### config.mk
export PLATFORM = sky130hd
export DESIGN_NAME = div
export DESIGN_NICKNAME = d
export VERILOG_FILES = /design/src/rtl/div_pkg.sv /design/src/rtl/div.sv
export SDC_FILE = /design/constraint.sdc
export NUM_CORES = 1
export LEC_CHECK = 0
export ABC_CLOCK_PERIOD_IN_PS = 10200
export BUFFER_PORTS_ARGS = -buffer_cell sky130_fd_sc_hd__buf_2
export CORE_MARGIN = 2
export CORE_UTILIZATION = 55
export CTS_CLUSTER_DIAMETER = 50
export DETAILED_ROUTE_END_ITERATION = 6
export PLACE_DENSITY_LB_ADDON = 0.1
export SYNTH_ARGS = -nofsm -noshare
export SYNTH_HDL_FRONTEND = slang
export SYNTH_SLANG_ARGS = --single-unit
### constraint.sdc
create_clock -name clk -period 10.2 [get_ports clk]
set_input_delay 0 -clock clk [delete_from_list [all_inputs] [get_ports clk]]
set_output_delay 0 -clock clk [all_outputs]
set_load 0.005 [all_outputs]
### src/rtl/div_pkg.sv
// Shared encodings and helpers for the multi-cycle EX-stage divider.
package div_pkg;

  // Divider FSM encodings (2-bit).
  typedef enum logic [1:0] {
    DivFree   = 2'b00,
    DivByZero = 2'b01,
    DivOn     = 2'b10,
    DivEnd    = 2'b11
  } div_state_e;

  // Result-valid levels.
  localparam logic DivResultReady    = 1'b1;
  localparam logic DivResultNotReady = 1'b0;

  // Request levels driven by EX on start_i.
  localparam logic DivStart = 1'b1;
  localparam logic DivStop  = 1'b0;

  localparam int unsigned DivWidth = 32;

  // Two's-complement magnitude of an operand when it is treated as signed
  // and negative; otherwise the value passes through untouched.
  function automatic logic [DivWidth-1:0] div_mag(input logic [DivWidth-1:0] v,
                                                  input logic            is_signed);
    div_mag = (is_signed && v[DivWidth-1]) ? (~v + 32'd1) : v;
  endfunction

endpackage

### src/rtl/div.sv
// Radix-2 restoring divider for DIV/DIVU. Produces one quotient bit per
// cycle and returns {remainder, quotient} for the HI/LO write.
//
// Handshake: EX raises start_i with stable operands and keeps it high until
// it sees ready_o. ready_o/result_o are registered and held while start_i
// stays high in END; dropping start_i returns the divider to FREE on the
// next edge with both outputs cleared. annul_i cancels an operation in
// BYZERO or ON, blocks acceptance in FREE, and is ignored in END.
module div
  import div_pkg::*;
(
  input  logic        clk,
  input  logic        rst,
  input  logic        signed_div_i,
  input  logic [31:0] opdata1_i,
  input  logic [31:0] opdata2_i,
  input  logic        start_i,
  input  logic        annul_i,
  output logic [63:0] result_o,
  output logic        ready_o,
  output div_state_e  dbg_state
);

  div_state_e  state;
  div_state_e  state_nxt;

  logic [5:0]  cnt;
  // The partial remainder is always below the divisor magnitude, so 32 bits
  // hold it; the shifted trial value below carries the 33rd bit.
  logic [31:0] rem_q;
  // Dividend magnitude shifts out MSB-first while quotient bits shift in.
  logic [31:0] dvd_q;
  logic [31:0] dsr_q;
  logic        sign1_q;
  logic        sign2_q;
  logic        sdiv_q;
  logic [63:0] res_q;

  logic [32:0] shifted;
  logic        fit;
  logic [31:0] rem_step;
  logic [31:0] quo_step;
  logic [31:0] quo_fin;
  logic [31:0] rem_fin;
  logic        accept;

  assign accept    = (start_i == DivStart) && !annul_i;
  assign dbg_state = state;

  // State register.
  always_ff @(posedge clk or posedge rst) begin
    if (rst) state <= DivFree;
    else     state <= state_nxt;
  end

  // Next-state logic.
  always_comb begin
    state_nxt = state;
    unique case (state)
      DivFree: begin
        if (accept) state_nxt = (opdata2_i == 32'd0) ? DivByZero : DivOn;
      end
      DivByZero: begin
        state_nxt = annul_i ? DivFree : DivEnd;
      end
      DivOn: begin
        if (annul_i)           state_nxt = DivFree;
        else if (cnt == 6'd31) state_nxt = DivEnd;
      end
      DivEnd: begin
        if (start_i == DivStop) state_nxt = DivFree;
      end
      default: state_nxt = DivFree;
    endcase
  end

  // One restoring iteration plus the sign fix-up of the final step.
  always_comb begin
    shifted  = {rem_q, dvd_q[31]};
    fit      = (shifted >= {1'b0, dsr_q});
    rem_step = fit ? (shifted[31:0] - dsr_q) : shifted[31:0];
    quo_step = {dvd_q[30:0], fit};
    quo_fin  = (sdiv_q && (sign1_q ^ sign2_q)) ? (~quo_step + 32'd1) : quo_step;
    rem_fin  = (sdiv_q && sign1_q) ? (~rem_step + 32'd1) : rem_step;
  end

  // Datapath registers: operand capture, iteration, result latch, outputs.
  always_ff @(posedge clk or posedge rst) begin
    if (rst) begin
      cnt      <= 6'd0;
      rem_q    <= 32'd0;
      dvd_q    <= 32'd0;
      dsr_q    <= 32'd0;
      sign1_q  <= 1'b0;
      sign2_q  <= 1'b0;
      sdiv_q   <= 1'b0;
      res_q    <= 64'd0;
      result_o <= 64'd0;
      ready_o  <= DivResultNotReady;
    end else begin
      result_o <= 64'd0;
      ready_o  <= DivResultNotReady;
      unique case (state)
        DivFree: begin
          if (accept && (opdata2_i != 32'd0)) begin
            dvd_q   <= div_mag(opdata1_i, signed_div_i);
            dsr_q   <= div_mag(opdata2_i, signed_div_i);
            sign1_q <= signed_div_i & opdata1_i[31];
            sign2_q <= signed_div_i & opdata2_i[31];
            sdiv_q  <= signed_div_i;
            cnt     <= 6'd0;
            rem_q   <= 32'd0;
          end
        end
        DivByZero: begin
          res_q <= 64'd0;
        end
        DivOn: begin
          if (!annul_i) begin
            rem_q <= rem_step;
            dvd_q <= quo_step;
            cnt   <= cnt + 6'd1;
            if (cnt == 6'd31) res_q <= {rem_fin, quo_fin};
          end
        end
        DivEnd: begin
          if (start_i == DivStart) begin
            result_o <= res_q;
            ready_o  <= DivResultReady;
          end else begin
            cnt <= 6'd0;
          end
        end
        default: ;
      endcase
    end
  end

endmodule

==> metrics.md <==
| Metric | Value |
|---|---|
| Status | completed |
| Maximum clock path buffer count | 3 |
| Routed wire length | 36300 um |
| Global-route wire length before repair | just under 60000 um |
| Synthesized cell area | approximately 14000 um^2 |
| Chip Width | approximately 160 um |
| Antenna violations before repair | 0 |
| Seq/Total Area, Yosys | between 40 and 50% |
| Fillers | 2089 |
| GP Congestion | 0.938 |
| CTS clk-pin slew, worst paths | 60 ps |
| Tightest Hold Check Type | in -> async |
| Power per Cell Area | between 300 and 400 nW/um^2 |
| Mapped Nets | between 1500 and 2000 |
| CTS tree | yes |
| PnR worst setup slack | around 5000 ps |
| Async SR Flop Fraction | 100% |
| Critical path startpoint category | register |
| Hold slack | 102 ps |
| CP Max Fanout | between 50 and 60 |
| Syn avg cell area | approximately 8.6 um^2 |
| EDFF count, synth | 0 |
| Clk Latency, worst-skew pair | ~550 ps |
| Post-synth top area cell | dfrtp_1 |
| Final Setup Violations | 0 |
| Sink Count | approximately 240 |
| Synth Warn # | 0 |
| Max Cap Viol | 0 |
| Pin count of the biggest net entering global routing | about 90 |
| Cells after Synth | approximately 1600 |
| Reg2Reg Depth | 17 |
| Pwr Total | around 0.0056 W |
| Hold Violations, Final | 0 |
| # rows | 58 |
| Post-DP Area | around 15000 um^2 |
| IO Pins | about 140 |
| R2r endpoint | res_q[30] |
| Placeable core area | 25000 um^2 |
| Seq cells post-synth | roughly 240 |
| Setup Slack @ Placement | a little under 5000 ps |
| Ratio of cells with drive above 1 in the final layout | about an eighth |
| Critical Path AT | 5730 ps |
| GRT Total Usage | about 28% |
| Drt first pass iters | 6 |
| DR WL/cell | 17.0 um |
| Die Footprint | around 27000 um^2 |
| VDD IR max | between 0.2 and 0.3 mV |
| R2r setup slk | 4870 ps |
| Antenna viol nets, final | 0 |
| Largest cells by area after synthesis | dfrtp_1 (42%), o21ai_0 (6.6%), nand2_1 (6.3%) |
| Area share of the largest cell type after synthesis | a little over two fifths |
| Main synth FF type | dfrtp_1 |
| Final Skew | around 11 ps |
| Grt ovf | 0 |
| Post-CTS setup buffer count | 0 |
| Reg-to-reg startpoint | rem_q[17] |
| DR iter-0 viols | 1263 |
| Tmin final | between 5000 and 6000 ps |
| Worst relative slew slack | a little under a third |
| Syn-to-layout area delta | 18.5% |
| Vias per cell | around 5.7 |
| Number of nets in the layout | 1897 |
| Max Freq | 0.188 GHz |
| Period utilization | between 50 and 60% |
| Die height | around 160 um |
| Root Driver | clkbuf_16 |
| Crit end category | register |
| Slew @ Worst Pin | between 1000 and 1500 ps |
| CP Class | reg -> reg |
| Placed wire-length estimate | approximately 25000 um |
| Port Buffers | 135 |
| RSZ-0062 raised after global routing | false |
| Worst Path Required | about 11000 ps |
| Cell variety after synth | 71 |
| Leak | 7.82 nW |
| Vias in the first global route | approximately 11000 |
| Detailed-route via count | 12100 |
| Clock buffer count from CTS | 29 |
| Initial Util | between 50% and 60% |
| Setup TNS | 0 ps |
| Drt drc | 0 |
| Max-slew violations | 0 |
| Sequential standard cell area | about 5900 um^2 |
| Area of the multi-input gates | 7480 um^2 |
| H-Tree Depth | 1 |
| Cell area after layout | 16600 um^2 |
| Commonest cells post-synth | dfrtp_1 (236), nand2_1 (236), o21ai_0 (183), a21oi_1 (139), nor2_1 (128) |
| Antenna Cells | 0 |
through the flow:
step           instances  util (%)
2_1_floorplan       1628         -
6_report            2138      66.1
3_3_place_gp        2007      59.0
4_1_cts             2138      66.1
5_1_grt             2138      66.1
3_5_place_dp        2007      59.0
how the worst max path moves through the flow:
stage / startpoint / to / slack [ps] / depth (start not counted)
after floorplan: rst / cnt[0] / 3730 / 1
after global placement: rem_q[17] / res_q[30] / 4990 / 17
after global routing: rem_q[17] / res_q[30] / 4420 / 17
after detailed placement: rem_q[17] / res_q[30] / 4950 / 17
final: rem_q[17] / res_q[30] / 4870 / 17
after CTS: rem_q[17] / res_q[30] / 4940 / 17
where the power goes:
group          switching (W)  internal [W]
sequential          0.000248       0.00113
combinational        0.00203       0.00112
clock               0.000423      0.000644
layer usage:
layer  part of all wire [%]  track usage, %  up-vias
li1                       -               -     5999
met3                    6.9            3.53       40
met4                    1.3            5.07        0
met2                     40            37.8      416
met5                      0               0        -
met1                     52            45.9     5649
kinds of logic after synthesis:
| kind of cell | Yosys count | synth area share (%) |
|---|---|---|
| compound gates | 447 | 18.9 |
| fa+ha+maj | 43 | 3.91 |
| mux | 24 | 1.77 |
| buf+inv | 151 | 4.33 |
| flops | 236 | 42.3 |
| xor+xnor | 145 | 9.09 |
| simple gates | 582 | 19.7 |
cell type report:
class	instances	area share, %
Clock inverter	19	1.37
Sequential cell	236	35.7
Clock buffer	35	4.82
Timing Repair Buffer	221	9.15
Inverter	56	1.33
Tap cell	330	2.49
Multi-Input combinational cell	1241	45.2
cell usage in the layout (no fill, tap or decap), types with 11 or more instances in the layout:
cell             n
nand2_1        236
dfrtp_1        236
o21ai_0        183
a21oi_1        139
buf_2          135
nor2_1         128
xor2_1          77
dlygate4sd3_1   77
and3_1          70
xnor2_1         68
inv_1           54
ha_1            41
o31ai_1         39
clkbuf_16       29
nor3_1          27
or3_1           20
mux2i_1         19
nand3_1         16
nor4_1          13
a31oi_1         11
flip-flops by register name, indices dropped and copies added (netlist names):
register / flops
cnt: 6
dbg_state: 2
dsr_q: 32
dvd_q: 32
ready_o: 1
rem_q: 32
res_q: 64
result_o: 64
sdiv_q: 1
sign1_q: 1
sign2_q: 1
repair_timing:
action	in CTS	in global routing
hold endpoints to repair	157	0
gates resized for setup	0	0
hold buffers	77	0
critical path, cell delays in order (launching register included):
cell,delay (ps)
dfrtp_1,460
ha_1,410
a21oi_1,250
o21bai_1,160
a2111oi_1,550
o31ai_2,160
nand3b_4,620
inv_4,580
ha_1,260
nand2b_1,130
or2_2,340
nor2_1,170
and2_1,210
nand2_1,80
or2_1,260
o41ai_2,240
xor2_1,180
o21ai_0,80
(Power assumes the default switching activity.)
